==> src/rtl/rx_polar_pkg.sv <==
// Shared types and helpers for the RX polar statistics blocks.
// Phase helpers work on up to 32-bit turn fractions.
package rx_polar_pkg;

  localparam int MW_DEF        = 16;
  localparam int PW_DEF        = 25;
  localparam int LOG2N_MAX_DEF = 12;

  typedef enum logic [1:0] {
    IDLE  = 2'd0,
    FIRST = 2'd1,
    ACCUM = 2'd2
  } state_t;

  // (a - b) mod 2^pw, returned sign-extended so the shortest arc wins.
  function automatic logic signed [31:0] wrap_diff(input logic [31:0] a,
                                                   input logic [31:0] b,
                                                   input int unsigned pw);
    logic [31:0] diff;
    diff = a - b;
    return $signed(diff << (32 - pw)) >>> (32 - pw);
  endfunction

  function automatic logic [3:0] clamp_log2n(input logic [3:0]  log2n,
                                             input int unsigned max_log2n);
    if (32'(log2n) > max_log2n) return max_log2n[3:0];
    return log2n;
  endfunction

endpackage

==> src/rtl/rx_avg_result_reg.sv <==
// Result holding register with valid/ready handshake, overwrite-on-completion
// and a sticky overrun flag for results lost before the consumer took them.
module rx_avg_result_reg #(
  parameter int W = 8
) (
  input  logic         sys_clk,
  input  logic         rst_n,
  input  logic         load,
  input  logic [W-1:0] load_data,
  input  logic         ready,
  input  logic         clr_overrun,
  output logic         valid,
  output logic [W-1:0] data,
  output logic         overrun
);

  logic lost;

  assign lost = load && valid && !ready;

  always_ff @(posedge sys_clk or negedge rst_n) begin
    // NOTE: the payload is reset as well, so every output reads 0 after reset
    // rather than whatever the flops powered up with.
    if (!rst_n) begin
      valid   <= 1'b0;
      data    <= '0;
      overrun <= 1'b0;
    end else begin
      if (load) begin
        data  <= load_data;
        valid <= 1'b1;
      end else if (valid && ready) begin
        valid <= 1'b0;
      end
      // A new loss outranks a clear arriving in the same cycle.
      if (lost)             overrun <= 1'b1;
      else if (clr_overrun) overrun <= 1'b0;
    end
  end

endmodule

==> src/rtl/rx_polar_averager.sv <==
// Block averager for the decimated magnitude/phase stream: one mean magnitude,
// circular-mean phase and phase drift per block of 2^k samples.
module rx_polar_averager
  import rx_polar_pkg::*;
#(
  parameter int MW        = MW_DEF,
  parameter int PW        = PW_DEF,
  parameter int LOG2N_MAX = LOG2N_MAX_DEF
) (
  input  logic          sys_clk,
  input  logic          rst_n,
  input  logic          i_ce,
  input  logic [MW-1:0] i_mag,
  input  logic [PW-1:0] i_phase,
  input  logic          i_enable,
  input  logic [3:0]    i_log2n,
  input  logic          i_ready,
  input  logic          i_clr_overrun,
  output logic          o_valid,
  output logic [MW-1:0] o_mag_avg,
  output logic [PW-1:0] o_phase_avg,
  output logic [PW-1:0] o_phase_delta,
  output logic          o_overrun,
  output logic          o_busy
);

  localparam int MAW = MW + LOG2N_MAX;
  localparam int PAW = PW + LOG2N_MAX;
  localparam int CW  = LOG2N_MAX + 1;
  localparam int RW  = MW + 2 * PW;

  state_t state, state_nxt;

  logic [3:0]            k_eff;
  logic [PW-1:0]         ref_phase;
  logic signed [MAW-1:0] mag_acc;
  logic signed [PAW-1:0] ph_acc;
  logic [CW-1:0]         cnt;

  logic                  take_first;
  logic                  take_accum;
  logic                  done;
  logic [3:0]            k_cur;
  logic [PW-1:0]         base_phase;
  logic signed [MAW-1:0] mag_sum;
  logic signed [PAW-1:0] ph_sum;
  logic [CW-1:0]         cnt_nxt;
  logic [MW-1:0]         res_mag;
  logic [PW-1:0]         res_phase;
  logic [PW-1:0]         res_delta;
  logic [RW-1:0]         res_q;

  assign take_first = (state == FIRST) && i_enable && i_ce;
  assign take_accum = (state == ACCUM) && i_enable && i_ce;

  // The first sample of a block supplies its own k and reference, so the
  // sums below are formed from the live inputs rather than the registers.
  always_comb begin
    // NOTE: every output of this block gets a default first, so no path can
    // leave a value unassigned and infer a latch.
    k_cur      = k_eff;
    base_phase = ref_phase;
    mag_sum    = mag_acc;
    ph_sum     = ph_acc;
    cnt_nxt    = cnt;
    if (take_first) begin
      k_cur      = clamp_log2n(i_log2n, LOG2N_MAX);
      base_phase = i_phase;
      mag_sum    = MAW'($signed(i_mag));
      ph_sum     = '0;
      cnt_nxt    = CW'(1);
    end else if (take_accum) begin
      mag_sum = mag_acc + MAW'($signed(i_mag));
      ph_sum  = ph_acc + PAW'(wrap_diff(32'(i_phase), 32'(ref_phase), PW));
      cnt_nxt = cnt + CW'(1);
    end
  end

  assign done = (take_first || take_accum) && (cnt_nxt == (CW'(1) << k_cur));

  // Truncating the shifted sums keeps the mean mod 2^PW, which is exactly the
  // wrap needed when the average is re-anchored to the reference phase.
  assign res_mag   = MW'(mag_sum >>> k_cur);
  assign res_phase = base_phase + PW'(ph_sum >>> k_cur);
  assign res_delta = i_phase - base_phase;

  always_comb begin
    state_nxt = state;
    case (state)
      IDLE:    if (i_enable) state_nxt = FIRST;
      FIRST:   if (!i_enable)              state_nxt = IDLE;
               else if (take_first && !done) state_nxt = ACCUM;
      ACCUM:   if (!i_enable) state_nxt = IDLE;
               else if (done) state_nxt = FIRST;
      default: state_nxt = IDLE;
    endcase
  end

  always_ff @(posedge sys_clk or negedge rst_n) begin
    // NOTE: state and datapath registers use non-blocking assignments so all
    // of them update from the same pre-edge values.
    if (!rst_n) begin
      state     <= IDLE;
      k_eff     <= '0;
      ref_phase <= '0;
      mag_acc   <= '0;
      ph_acc    <= '0;
      cnt       <= '0;
    end else begin
      state <= state_nxt;
      if (take_first || take_accum) begin
        mag_acc <= mag_sum;
        ph_acc  <= ph_sum;
        cnt     <= cnt_nxt;
      end
      if (take_first) begin
        k_eff     <= k_cur;
        ref_phase <= i_phase;
      end
    end
  end

  rx_avg_result_reg #(
    .W (RW)
  ) u_result (
    .sys_clk     (sys_clk),
    .rst_n       (rst_n),
    .load        (done),
    .load_data   ({res_mag, res_phase, res_delta}),
    .ready       (i_ready),
    .clr_overrun (i_clr_overrun),
    .valid       (o_valid),
    .data        (res_q),
    .overrun     (o_overrun)
  );

  assign o_mag_avg     = res_q[RW-1 -: MW];
  assign o_phase_avg   = res_q[2*PW-1 -: PW];
  assign o_phase_delta = res_q[PW-1:0];
  assign o_busy        = (state == ACCUM);

endmodule
==> config.mk <==
export PLATFORM = sky130hd
export DESIGN_NAME = rx_polar_averager
export DESIGN_NICKNAME = d
export VERILOG_FILES = /design/src/rtl/rx_polar_pkg.sv /design/src/rtl/rx_avg_result_reg.sv /design/src/rtl/rx_polar_averager.sv
export SDC_FILE = /design/constraint.sdc
export NUM_CORES = 1
export LEC_CHECK = 0
export CORE_MARGIN = 3
export CORE_UTILIZATION = 48
export DETAILED_ROUTE_END_ITERATION = 7
export GPL_TIMING_DRIVEN = 1
export PLACE_DENSITY = 0.74
export RECOVER_POWER = 50
export SLEW_MARGIN = 20
export SYNTH_ARGS = -nofsm -noshare
export SYNTH_HDL_FRONTEND = slang
export SYNTH_SLANG_ARGS = --single-unit
==> constraint.sdc <==
create_clock -name sys_clk -period 21.7 [get_ports sys_clk]
set_input_delay 2.17 -clock sys_clk [delete_from_list [all_inputs] [get_ports sys_clk]]
set_output_delay 2.17 -clock sys_clk [all_outputs]
set_load 0.005 [all_outputs]
==> impl_metrics.sql, run 1 <==
INSERT INTO impl_metrics (metric_group, metric, value, unit) VALUES
('outcome', 'result_of_the_run', 'complete, but fails checks', ''),
('outcome', 'violations', 'capacitance limit, slew limit', ''),
('sta', 'fmax', '94.2', 'MHz'),
('cells_and_area', 'post-route-cell-area', '18700', 'um^2'),
('worst_setup_path', 'timing_worst_setup_path_type', 'primary input to register', ''),
('sta', 'rsz0062_at_grt', 'false', ''),
('worst_setup_path', 'worstReg2RegStart', 'ref_phase[1]', ''),
('sta', 'hold-worst-slack', '0.478', 'ns'),
('die', 'die_area', '37200', 'um^2'),
('worst_setup_path', 'rrSetupSlack', '12.85', 'ns'),
('sta', 'post-route-period-util', '0.489', ''),
('flow_run', 'timing.max_cap.violations', '2', ''),
('clocking', 'cts_tree', 'built', ''),
('global_route', 'track_usage', '0.261', ''),
('global_route', 'grt_pass1_vias', '15400', ''),
('clocking', 'post_cts_buffers', '0', ''),
('min_path', 'worstHoldPathType', 'register to register', ''),
('routing', 'route.vias.total', '16000', ''),
('die', 'placementRows', '67', ''),
('cells_and_area', 'fillerInstances', '3087', ''),
('pwr', 'share_seq_of_total_power', '0.207', ''),
('min_path', 'holdCritStartpoint', 'u_result.data[8]', ''),
('worst_setup_path', 'timing.rr.end', 'u_result.data[48]', ''),
('min_path', 'timing.hold.worst_path_depth', '2', ''),
('clocking', 'ctsHtreeMaxLevel', '4', ''),
('global_route', 'global_route_wire_length_before_repair', '78200', 'um'),
('yosys', 'syn-num-nets', '2276', ''),
('global_route', 'grt_max_degree', '106', ''),
('cells_and_area', 'multi_input_gate_area', '11400', 'um^2'),
('place', 'place_worst_setup_slack', '10.93', 'ns'),
('yosys', 'synth_seq_area_share', '0.264', ''),
('worst_setup_path', 'startpoint_type', 'primary input', ''),
('yosys', 'synth_area_per_cell', '8.05', 'um^2'),
('yosys', 'synth_edf_count', '0', ''),
('sta', 'slew_headroom', '-3.15', ''),
('worst_setup_path', 'cpMaxStageDelayCell', 'clkdlybuf4s50_1', ''),
('pwr', 'comb_power_share', '0.654', ''),
('pwr', 'ir_drop', '68.2', 'uV'),
('worst_setup_path', 'reg2reg_depth', '39', ''),
('routing', 'viasPerCell', '6.19', ''),
('yosys', 'synth_seq_cells', '177', ''),
('pwr', 'clockPowerShare', '0.139', ''),
('worst_setup_path', 'critical_path.most_common_cell', 'o21ai_0', ''),
('routing', 'post-route-drc-count', '0', ''),
('cells_and_area', 'layout-area-overhead-vs-synth', '11.4', '%'),
('global_route', 'antenna_violations_before_repair', '0', ''),
('worst_setup_path', 'crit_fanout', '7', ''),
('die', 'die_width', '193', 'um'),
('clocking', 'clk_pin_slew', '0.08', 'ns'),
('cells_and_area', 'diodes', '0', ''),
('yosys', 'synth_area_leaders', 'dfrtp_1 26%, ha_1 10%, o21ai_0 5.3%', ''),
('routing', 'routed_wirelength', '49400', 'um'),
('routing', 'drt-pass1-iter-count', '6', ''),
('clocking', 'cts_hold_buffers', '0', ''),
('pwr', 'intPower', '1.20', 'mW'),
('sta', 'finalWorstPathRequiredPeriod', '10.62', 'ns'),
('sta', 'final-setup-viol-count', '0', ''),
('routing', 'initialDrtViolationCount', '1425', ''),
('pwr', 'power.leakage', '8.93', 'nW'),
('routing', 'drt_antenna_net_count', '0', ''),
('yosys', 'yosysWarnings', '0', ''),
('yosys', 'synthDistinctLibCells', '101', ''),
('place', 'dpl.hpwl', '36900', 'um'),
('sta', 'timing.final.max_slew_violations', '180', ''),
('pwr', 'p_switching', '1.13', 'mW'),
('clocking', 'numClockSinks', '177', ''),
('yosys', 'yosys.area.top_type', 'dfrtp_1', ''),
('clocking', 'ctsRootBufferMaster', 'clkbuf_16', ''),
('pwr', 'cellPowerDensity', '125', 'nW/um^2'),
('worst_setup_path', 'cp_data_arrival_time', '10.91', 'ns'),
('worst_setup_path', 'timing.critical_path.required', '21.99', 'ns');
==> critical path: cells and delay by family <==
family | cells | cell delay, ns
AND/OR/NAND/NOR | 8 | 1.62
multiplexers | 1 | 0.25
AO/OA/AOI/OAI | 23 | 4.97
adder cells (fa/ha/maj) | 3 | 0.97
XOR/XNOR | 3 | 0.44
buffers and inverters | 1 | 0.46
==> power groups by stage <==
stage	Combinational, mW	Sequential, mW	Clock [mW]
floorplan	1.12	0.472	0
global placement	1.48	0.485	0
detailed placement	1.51	0.487	0
CTS	1.52	0.483	0.327
global route	1.68	0.492	0.341
finish	1.52	0.483	0.324
==> stage by stage <==
stage	cells	power [mW]
after floorplan	2081	1.59
after global placement	2558	1.96
after detailed placement	2558	2.00
after CTS	2590	2.33
after global routing	2590	2.51
final	2590	2.33
==> layout make-up <==
class | instances | area share
Clock inverter | 13 | 0.00791
Clock buffer | 19 | 0.0232
Timing Repair Buffer | 134 | 0.0691
Multi-Input combinational cell | 1683 | 0.609
Tap cell | 448 | 0.0300
Sequential cell | 177 | 0.237
Inverter | 116 | 0.0233
==> how the worst max path moves through the flow <==
stage,startpoint,to,depth (start not counted)
after floorplan,i_phase[0],u_result.data[49],35
after global placement,i_phase[1],u_result.data[48],39
after detailed placement,i_phase[1],u_result.data[48],39
after CTS,i_phase[1],u_result.data[48],39
after global routing,i_phase[1],u_result.data[48],39
final,i_phase[1],u_result.data[48],39
==> registers in the layout, indices dropped and copies added (netlist names) <==
name              cells
cnt                  13
k_eff                 4
mag_acc              28
ph_acc               37
ref_phase            25
state                 2
u_result.data        66
u_result.overrun      1
u_result.valid        1
==> cells in the mapped netlist, drive strengths merged, types with 20 or more instances <==
| library cell | n |
|---|---|
| xor2 | 55 |
| inv | 116 |
| dfrtp | 177 |
| a21o | 60 |
| nand2 | 231 |
| xnor2 | 51 |
| and3 | 22 |
| a31oi | 20 |
| nand3 | 42 |
| a21oi | 179 |
| nand4 | 20 |
| a211oi | 37 |
| o21ai | 192 |
| ha | 139 |
| nor2 | 164 |
| o211ai | 26 |
| clkbuf | 50 |
| nand2b | 22 |
| mux2i | 72 |
| nor3 | 36 |
| buf | 53 |
| o21a | 27 |
==> layer usage <==
| layer | vias up | wire length [um] | part of all wire | track usage |
|---|---|---|---|---|
| met1 | 7701 | 20900 | 0.42 | 0.333 |
| met4 | 0 | 1460 | 0.030 | 0.0899 |
| li1 | 7678 | - | - | - |
| met5 | - | 0 | 0 | 0 |
| met3 | 101 | 3120 | 0.063 | 0.0345 |
| met2 | 565 | 23900 | 0.48 | 0.454 |
==> logic make-up (layout without fill, tap and decap cells) <==
kind of cell	count (synthesis)	in the layout	synth area share
AO/OA/AOI/OAI	720	720	0.283
flip-flops	177	177	0.264
XOR/XNOR	106	106	0.0554
AND/OR/NAND/NOR	625	625	0.174
multiplexers	88	88	0.0547
adder cells (fa/ha/maj)	144	144	0.110
buffers and inverters	221	282	0.0587
Power figures use the tool's default switching activity.
==> inputs of run 2 (changes only) <==
--- a/config.mk
+++ b/config.mk
@@ -9,7 +9,7 @@
 export CORE_UTILIZATION = 48
 export DETAILED_ROUTE_END_ITERATION = 7
 export GPL_TIMING_DRIVEN = 1
-export PLACE_DENSITY = 0.74
+export PLACE_DENSITY = 0.77
 export RECOVER_POWER = 50
 export SLEW_MARGIN = 20
 export SYNTH_ARGS = -nofsm -noshare
==> constraint.sdc (replaced) <==
create_clock -name sys_clk -period 8.6 [get_ports sys_clk]
set_input_delay 0.86 -clock sys_clk [delete_from_list [all_inputs] [get_ports sys_clk]]
set_output_delay 0.86 -clock sys_clk [all_outputs]
set_load 0.005 [all_outputs]
==> impl_metrics.sql, run 2 (synthesis gave the netlist of run 1 again) <==
INSERT INTO impl_metrics (metric_group, metric, value, unit) VALUES
('global_route', 'antenna_violations_before_repair', '0', ''),
('sta', 'slew_headroom', '-2.24', ''),
('die', 'ios', '120', ''),
('sta', 'post-route-period-util', '0.970', ''),
('worst_setup_path', 'timing.rr.end', 'u_result.data[48]', ''),
('clocking', 'numCtsBuffers', '17', ''),
('flow_run', 'timing.max_cap.violations', '3', ''),
('worst_setup_path', 'cpMaxStageDelayCell', 'clkdlybuf4s50_1', ''),
('cells_and_area', 'most-common-layout-cells', '231 x nand2_1, 177 x dfrtp_1, 171 x a21oi_1, 163 x nor2_1, 161 x o21ai_0', ''),
('routing', 'viasPerCell', '6.13', ''),
('cells_and_area', 'post_route_cells_drive_above_1_share', '0.123', ''),
('worst_setup_path', 'timing.critical_path.required', '8.90', 'ns'),
('clocking', 'ctsHtreeMaxLevel', '4', ''),
('clocking', 'clock_insertion_delay_worst_skew', '0.45', 'ns'),
('worst_setup_path', 'rrSetupSlack', '0.72', 'ns'),
('sta', 'tns', '0', 'ns'),
('routing', 'drt-pass1-iter-count', '6', ''),
('global_route', 'gr-total-overflow', '0', ''),
('routing', 'route.vias.total', '16700', ''),
('cells_and_area', 'diodes', '0', ''),
('routing', 'initialDrtViolationCount', '1359', ''),
('routing', 'detail_route.wl_per_cell', '19.2', 'um'),
('sta', 'timing.final.max_slew_violations', '182', ''),
('worst_setup_path', 'critPathMaxStageDelay', '0.46', 'ns'),
('global_route', 'track_usage', '0.279', ''),
('sta', 'timing.final.ws_setup', '0.258', 'ns'),
('cells_and_area', 'finalNetCount', '2464', ''),
('worst_setup_path', 'crit_fanout', '3', ''),
('worst_setup_path', 'startpoint_type', 'primary input', ''),
('sta', 'hold-worst-slack', '0.476', 'ns'),
('clocking', 'numClockSinks', '177', ''),
('sta', 'final-setup-viol-count', '0', ''),
('die', 'core_area', '34000', 'um^2'),
('place', 'port_buffers', '119', ''),
('clocking', 'ctsLongestPathBuffers', '2', ''),
('pwr', 'post-layout-total-power', '6.42', 'mW'),
('cells_and_area', 'multi_input_gate_area', '11500', 'um^2'),
('routing', 'drt_antenna_net_count', '0', ''),
('clocking', 'ctsRootBufferMaster', 'clkbuf_16', ''),
('die', 'initial_utilization', '0.494', ''),
('cells_and_area', 'top_register', 'u_result.data', ''),
('min_path', 'worstHoldPathType', 'register to register', ''),
('worst_setup_path', 'endpoint_kind', 'register', ''),
('die', 'die_area', '37200', 'um^2'),
('pwr', 'cellPowerDensity', '323', 'nW/um^2'),
('sta', 'worstMarginPinSlew', '4.86', 'ns'),
('sta', 'fmax', '120', 'MHz'),
('worst_setup_path', 'critical_path.startpoint', 'i_phase[1]', ''),
('cells_and_area', 'layout_commonest_cell', 'nand2_1', ''),
('min_path', 'whs_endpoint', 'u_result.data[29]', ''),
('global_route', 'global_route_wire_length_before_repair', '83500', 'um'),
('cells_and_area', 'layout-area-overhead-vs-synth', '18.6', '%'),
('worst_setup_path', 'worstReg2RegStart', 'ref_phase[1]', ''),
('die', 'die-height', '193', 'um'),
('die', 'die_width', '193', 'um'),
('cells_and_area', 'fillerInstances', '2994', ''),
('cells_and_area', 'largest_registers_in_the_final_layout', 'u_result.data: 66 flops, ph_acc: 37 flops, mag_acc: 28 flops', ''),
('place', 'dpl.hpwl', '39100', 'um'),
('min_path', 'timing.hold.worst_path_depth', '2', ''),
('sta', 'rsz0062_at_grt', 'true', ''),
('sta', 'clock_skew_after_layout', '0.0108', 'ns'),
('pwr', 'ir_drop', '182', 'uV'),
('worst_setup_path', 'reg2reg_depth', '39', ''),
('global_route', 'grt_pass1_vias', '16400', ''),
('place', 'place_worst_setup_slack', '-0.320', 'ns'),
('cells_and_area', 'largest_register_ffs', '66', ''),
('worst_setup_path', 'timing_worst_setup_path_type', 'primary input to register', ''),
('sta', 'report.final.hold_viol_count', '0', ''),
('pwr', 'power.leakage', '9.51', 'nW'),
('global_route', 'grt_max_degree', '83', ''),
('routing', 'post-route-drc-count', '0', ''),
('outcome', 'violations', 'capacitance limit, slew limit', ''),
('place', 'replace_congestion', '0.954', ''),
('sta', 'finalWorstPathRequiredPeriod', '8.34', 'ns'),
('worst_setup_path', 'cp_data_arrival_time', '8.65', 'ns'),
('outcome', 'result_of_the_run', 'complete, but fails checks', ''),
('routing', 'routed_wirelength', '52400', 'um'),
('clocking', 'clk_pin_slew', '0.07', 'ns'),
('cells_and_area', 'reg_area', '4430', 'um^2'),
('min_path', 'holdCritStartpoint', 'u_result.data[29]', ''),
('clocking', 'cts_tree', 'built', ''),
('die', 'placementRows', '67', '');
-- run 2: cell count changes in the layout (fill, tap and decap cells not counted), moves of 5 or more --
cell,change
buf_4,+140
clkdlybuf4s50_1,+39
dlygate4sd3_1,-39
o21ai_0,-17
o21ai_1,+12
o21ai_2,+5
-- run 2: through the flow --
stage	area, um^2	instances	util
6_report	19900	2728	0.585
5_1_grt	19900	2728	0.585
4_1_cts	19700	2720	0.580
3_5_place_dp	19100	2690	0.562
3_3_place_gp	19100	2690	0.562
2_1_floorplan	16800	2081	-
-- run 2: critical path: cells and delay by family --
kind	cells	cell delay [ns]
multiplexers	2	0.44
AO/OA/AOI/OAI	23	4.47
AND/OR/NAND/NOR	4	0.64
XOR/XNOR	3	0.42
adder cells (fa/ha/maj)	3	0.95
buffers and inverters	4	0.84
-- run 2: cell type report --
| cell class | count | area share |
|---|---|---|
| multi-input cells | 1683 | 0.580 |
| flip-flops and latches | 177 | 0.223 |
| repair buffers | 274 | 0.118 |
| well taps | 448 | 0.0282 |
| clock buffers | 20 | 0.0230 |
| inverters | 116 | 0.0219 |
| clock inverters | 10 | 0.00636 |
-- run 2: how the worst max path moves through the flow --
| stage | cells past startpoint | to | slack [ns] |
|---|---|---|---|
| 2_1_floorplan | 35 | u_result.data[49] | 0.67 |
| 3_3_place_gp | 39 | u_result.data[48] | -0.17 |
| 3_5_place_dp | 39 | u_result.data[48] | -0.32 |
| 4_1_cts | 40 | u_result.data[49] | 0.02 |
| 5_1_grt | 41 | u_result.data[48] | -0.16 |
| 6_report | 39 | u_result.data[48] | 0.26 |
-- run 2: layer usage --
layer | share of wire | vias up | GRT usage
met4 | 0.053 | 0 | 0.143
met2 | 0.48 | 638 | 0.476
met3 | 0.063 | 176 | 0.0416
met5 | 0 | - | 0
li1 | - | 7950 | -
met1 | 0.40 | 7945 | 0.342
-- run 2: report_power, final --
| part | internal [mW] | switching, mW | total (mW) | leakage (nW) |
|---|---|---|---|---|
| clock network | 0.445 | 0.368 | 0.813 | 0.281 |
| logic | 1.92 | 2.48 | 4.40 | 6.90 |
| registers | 1.06 | 0.151 | 1.21 | 2.32 |
| total | 3.43 | 3.00 | 6.42 | 9.51 |
-- run 2: timing repair --
item                                    in CTS  in global routing
hold buffers                                 0                  0
resized for setup                            2                 48
pin swaps                                    0                 14
setup buffers                                0                  8
endpoints found under the setup margin       1                  9
==> inputs of run 3 (changes only) <==
--- a/config.mk
+++ b/config.mk
@@ -5,8 +5,10 @@
 export SDC_FILE = /design/constraint.sdc
 export NUM_CORES = 1
 export LEC_CHECK = 0
+export ABC_AREA = 1
 export CORE_MARGIN = 3
 export CORE_UTILIZATION = 48
+export CTS_CLUSTER_DIAMETER = 40
 export DETAILED_ROUTE_END_ITERATION = 7
 export GPL_TIMING_DRIVEN = 1
 export PLACE_DENSITY = 0.77
==> impl_metrics.sql, run 3 <==
INSERT INTO impl_metrics (metric_group, metric, value, unit) VALUES
('outcome', 'result_of_the_run', 'complete, but fails checks', ''),
('outcome', 'violations', 'capacitance limit, slew limit', ''),
('yosys', 'synthesis.area', '17600', 'um^2'),
('cells_and_area', 'diodes', '0', ''),
('clocking', 'ctsRootBufferMaster', 'clkbuf_16', ''),
('yosys', 'syn-num-nets', '2955', ''),
('clocking', 'post_cts_buffers', '0', ''),
('sta', 'clock_skew_after_layout', '0.0115', 'ns'),
('worst_setup_path', 'worst_path_dominant_cell_family', 'compound AO/OA/AOI/OAI gates', ''),
('yosys', 'synth_edf_count', '0', ''),
('cells_and_area', 'layout-area-overhead-vs-synth', '12.0', '%'),
('place', 'place_worst_setup_slack', '0.693', 'ns'),
('yosys', 'synth_area_per_cell', '6.37', 'um^2'),
('yosys', 'post-synth-top-count-cell', 'nand2_1', ''),
('global_route', 'global_route_wire_length_before_repair', '93200', 'um'),
('cells_and_area', 'largest_registers_in_the_final_layout', 'u_result.data: 66 flops, ph_acc: 37 flops, mag_acc: 28 flops', ''),
('die', 'core_area', '35800', 'um^2'),
('die', 'ios', '120', ''),
('yosys', 'yosys_top_cell_area_share', '0.252', ''),
('global_route', 'grt_pass1_vias', '17900', ''),
('routing', 'drt_antenna_net_count', '0', ''),
('sta', 'report.final.hold_viol_count', '0', ''),
('routing', 'route.vias.total', '19000', ''),
('clocking', 'numClockSinks', '177', ''),
('worst_setup_path', 'cp_data_arrival_time', '8.02', 'ns'),
('worst_setup_path', 'timing_worst_setup_path_type', 'primary input to register', ''),
('flow_run', 'timing.max_cap.violations', '4', ''),
('die', 'die-height', '197', 'um'),
('yosys', 'yosysWarnings', '0', ''),
('yosys', 'yosys.area.top_type', 'dfrtp_1', ''),
('worst_setup_path', 'critical_path.most_common_cell', 'nand2_1', ''),
('pwr', 'post-layout-total-power', '7.47', 'mW'),
('clocking', 'ctsLongestPathBuffers', '2', ''),
('place', 'port_buffers', '119', ''),
('cells_and_area', 'fillerInstances', '3559', ''),
('die', 'initial_utilization', '0.490', ''),
('cells_and_area', 'largest_register_ffs', '66', ''),
('clocking', 'clock_insertion_delay_worst_skew', '0.46', 'ns'),
('cells_and_area', 'most-common-layout-cells', '753 x nand2_1, 382 x inv_1, 329 x nand3_1, 209 x o21ai_0, 200 x a21oi_1', ''),
('global_route', 'track_usage', '0.298', ''),
('worst_setup_path', 'timing.critical_path.required', '8.99', 'ns'),
('routing', 'initialDrtViolationCount', '1953', ''),
('clocking', 'ctsHtreeMaxLevel', '4', ''),
('yosys', 'synth_common_cells', '754 x nand2_1, 382 x inv_1, 329 x nand3_1', ''),
('sta', 'finalWorstPathRequiredPeriod', '7.63', 'ns'),
('cells_and_area', 'multi_input_gate_area', '11300', 'um^2'),
('sta', 'tns', '0', 'ns'),
('yosys', 'synth_seq_cells', '177', ''),
('pwr', 'cellPowerDensity', '380', 'nW/um^2'),
('yosys', 'synthDistinctLibCells', '53', ''),
('sta', 'slew_headroom', '-1.63', ''),
('cells_and_area', 'reg_area', '4430', 'um^2'),
('clocking', 'numCtsBuffers', '17', ''),
('die', 'die_width', '197', 'um'),
('min_path', 'worstHoldPathType', 'register to register', ''),
('place', 'dpl.hpwl', '46000', 'um'),
('clocking', 'cts_hold_buffers', '0', ''),
('sta', 'worstMarginPinSlew', '3.95', 'ns'),
('worst_setup_path', 'endpoint_kind', 'register', ''),
('routing', 'detail_route.wl_per_cell', '17.7', 'um'),
('die', 'die_area', '38900', 'um^2'),
('yosys', 'asyncSetResetFlopFracSynth', '1.00', ''),
('sta', 'timing.final.ws_setup', '0.973', 'ns'),
('cells_and_area', 'utilization', '0.549', ''),
('yosys', 'synth_seq_area_share', '0.252', ''),
('place', 'replace_congestion', '0.982', ''),
('cells_and_area', 'top_register', 'u_result.data', ''),
('clocking', 'cts_tree', 'built', ''),
('sta', 'post-route-period-util', '0.887', ''),
('sta', 'fmax', '131', 'MHz'),
('clocking', 'cts_resized', '0', ''),
('cells_and_area', 'layout_commonest_cell', 'nand2_1', ''),
('sta', 'rsz0062_at_grt', 'false', ''),
('die', 'placementRows', '69', ''),
('global_route', 'gr-total-overflow', '0', ''),
('routing', 'post-route-drc-count', '0', ''),
('sta', 'final-setup-viol-count', '0', ''),
('cells_and_area', 'finalNetCount', '3033', ''),
('cells_and_area', 'post_route_cells_drive_above_1_share', '0.0291', ''),
('yosys', 'synth_area_leaders', 'dfrtp_1 25%, nand2_1 16%, ha_1 9.9%', ''),
('routing', 'drt-pass1-iter-count', '7', ''),
('worst_setup_path', 'startpoint_type', 'primary input', ''),
('clocking', 'clk_pin_slew', '0.07', 'ns'),
('routing', 'viasPerCell', '5.72', ''),
('sta', 'timing.final.max_slew_violations', '209', ''),
('global_route', 'antenna_violations_before_repair', '0', ''),
('pwr', 'power.leakage', '10.7', 'nW'),
('worst_setup_path', 'critPathMaxStageDelay', '0.46', 'ns'),
('yosys', 'synth_ff_type', 'dfrtp_1', ''),
('worst_setup_path', 'cpMaxStageDelayCell', 'clkdlybuf4s50_1', ''),
('pwr', 'ir_drop', '227', 'uV'),
('routing', 'routed_wirelength', '58500', 'um'),
('worst_setup_path', 'cp_num_buf_inv', '4', ''),
('worst_setup_path', 'crit_fanout', '5', ''),
('yosys', 'postSynthCellCount', '2760', ''),
('global_route', 'grt_max_degree', '74', '');
run 3: cell count changes after synthesis, sizes merged, moves of 33 or more:
cell	previous run	this run
a211oi	37	4
o21ai	192	236
nand3	42	331
a21o	60	13
mux2i	72	12
nand2	231	756
inv	116	392
run 3: metal layers:
metal,vias to the layer above,routed length (um),GRT usage
li1,9270,-,-
met1,8745,26500,0.419
met2,823,26000,0.472
met3,116,4160,0.0426
met4,0,1870,0.0985
met5,-,0,0
run 3: kinds of logic (layout without fill, tap and decap cells):
kind of cell | count (synthesis) | after routing | synth area share
and+or+nand+nor | 1347 | 1347 | 0.327
AOI/OAI and AO/OA | 529 | 529 | 0.165
buffers and inverters | 470 | 560 | 0.104
DFF | 177 | 177 | 0.252
adders and majority gates | 144 | 144 | 0.105
xor gates and xnor gates | 81 | 81 | 0.0404
muxes | 12 | 12 | 0.00684
run 3: final timing paths:
check	from	endpoint	slack [ns]	cells past startpoint
max	i_phase[2]	u_result.data[40]	0.97	42
min	u_result.data[51]	u_result.data[51]	0.48	2
max reg2reg	ref_phase[2]	u_result.data[40]	1.49	42
min reg2reg	u_result.data[51]	u_result.data[51]	0.48	2
max in group asynchronous	rst_n	u_result.data[11]	2.66	2
min in group asynchronous	rst_n	mag_acc[11]	1.16	1
run 3: worst min-delay path, stage by stage (launching register included):
cell and delay, ns:
dfrtp_1 0.34, nand2_1 0.05, nand2_1 0.06
run 3: area by class of cell:
cell class / count / area share
clock inverter: 11 / 0.00649
timing repair buffer: 136 / 0.0663
multi-input combinational: 2113 / 0.575
tap: 461 / 0.0293
inverter: 393 / 0.0751
sequential: 177 / 0.225
clock buffer: 20 / 0.0232
run 3: report_power, final:
group,total [mW],switching [mW],leakage (nW),internal [mW]
Combinational,5.38,3.52,8.10,1.86
Sequential,1.27,0.167,2.29,1.10
Clock,0.822,0.376,0.285,0.446
run 3: stage by stage:
| step | hold slack [ns] | instances | area, um^2 |
|---|---|---|---|
| 3_3_place_gp | 0.467 | 3280 | 19100 |
| 2_1_floorplan | 0.472 | 2760 | 17600 |
| 6_report | 0.477 | 3311 | 19700 |
| 3_5_place_dp | 0.466 | 3280 | 19100 |
| 5_1_grt | 0.517 | 3311 | 19700 |
| 4_1_cts | 0.325 | 3311 | 19700 |
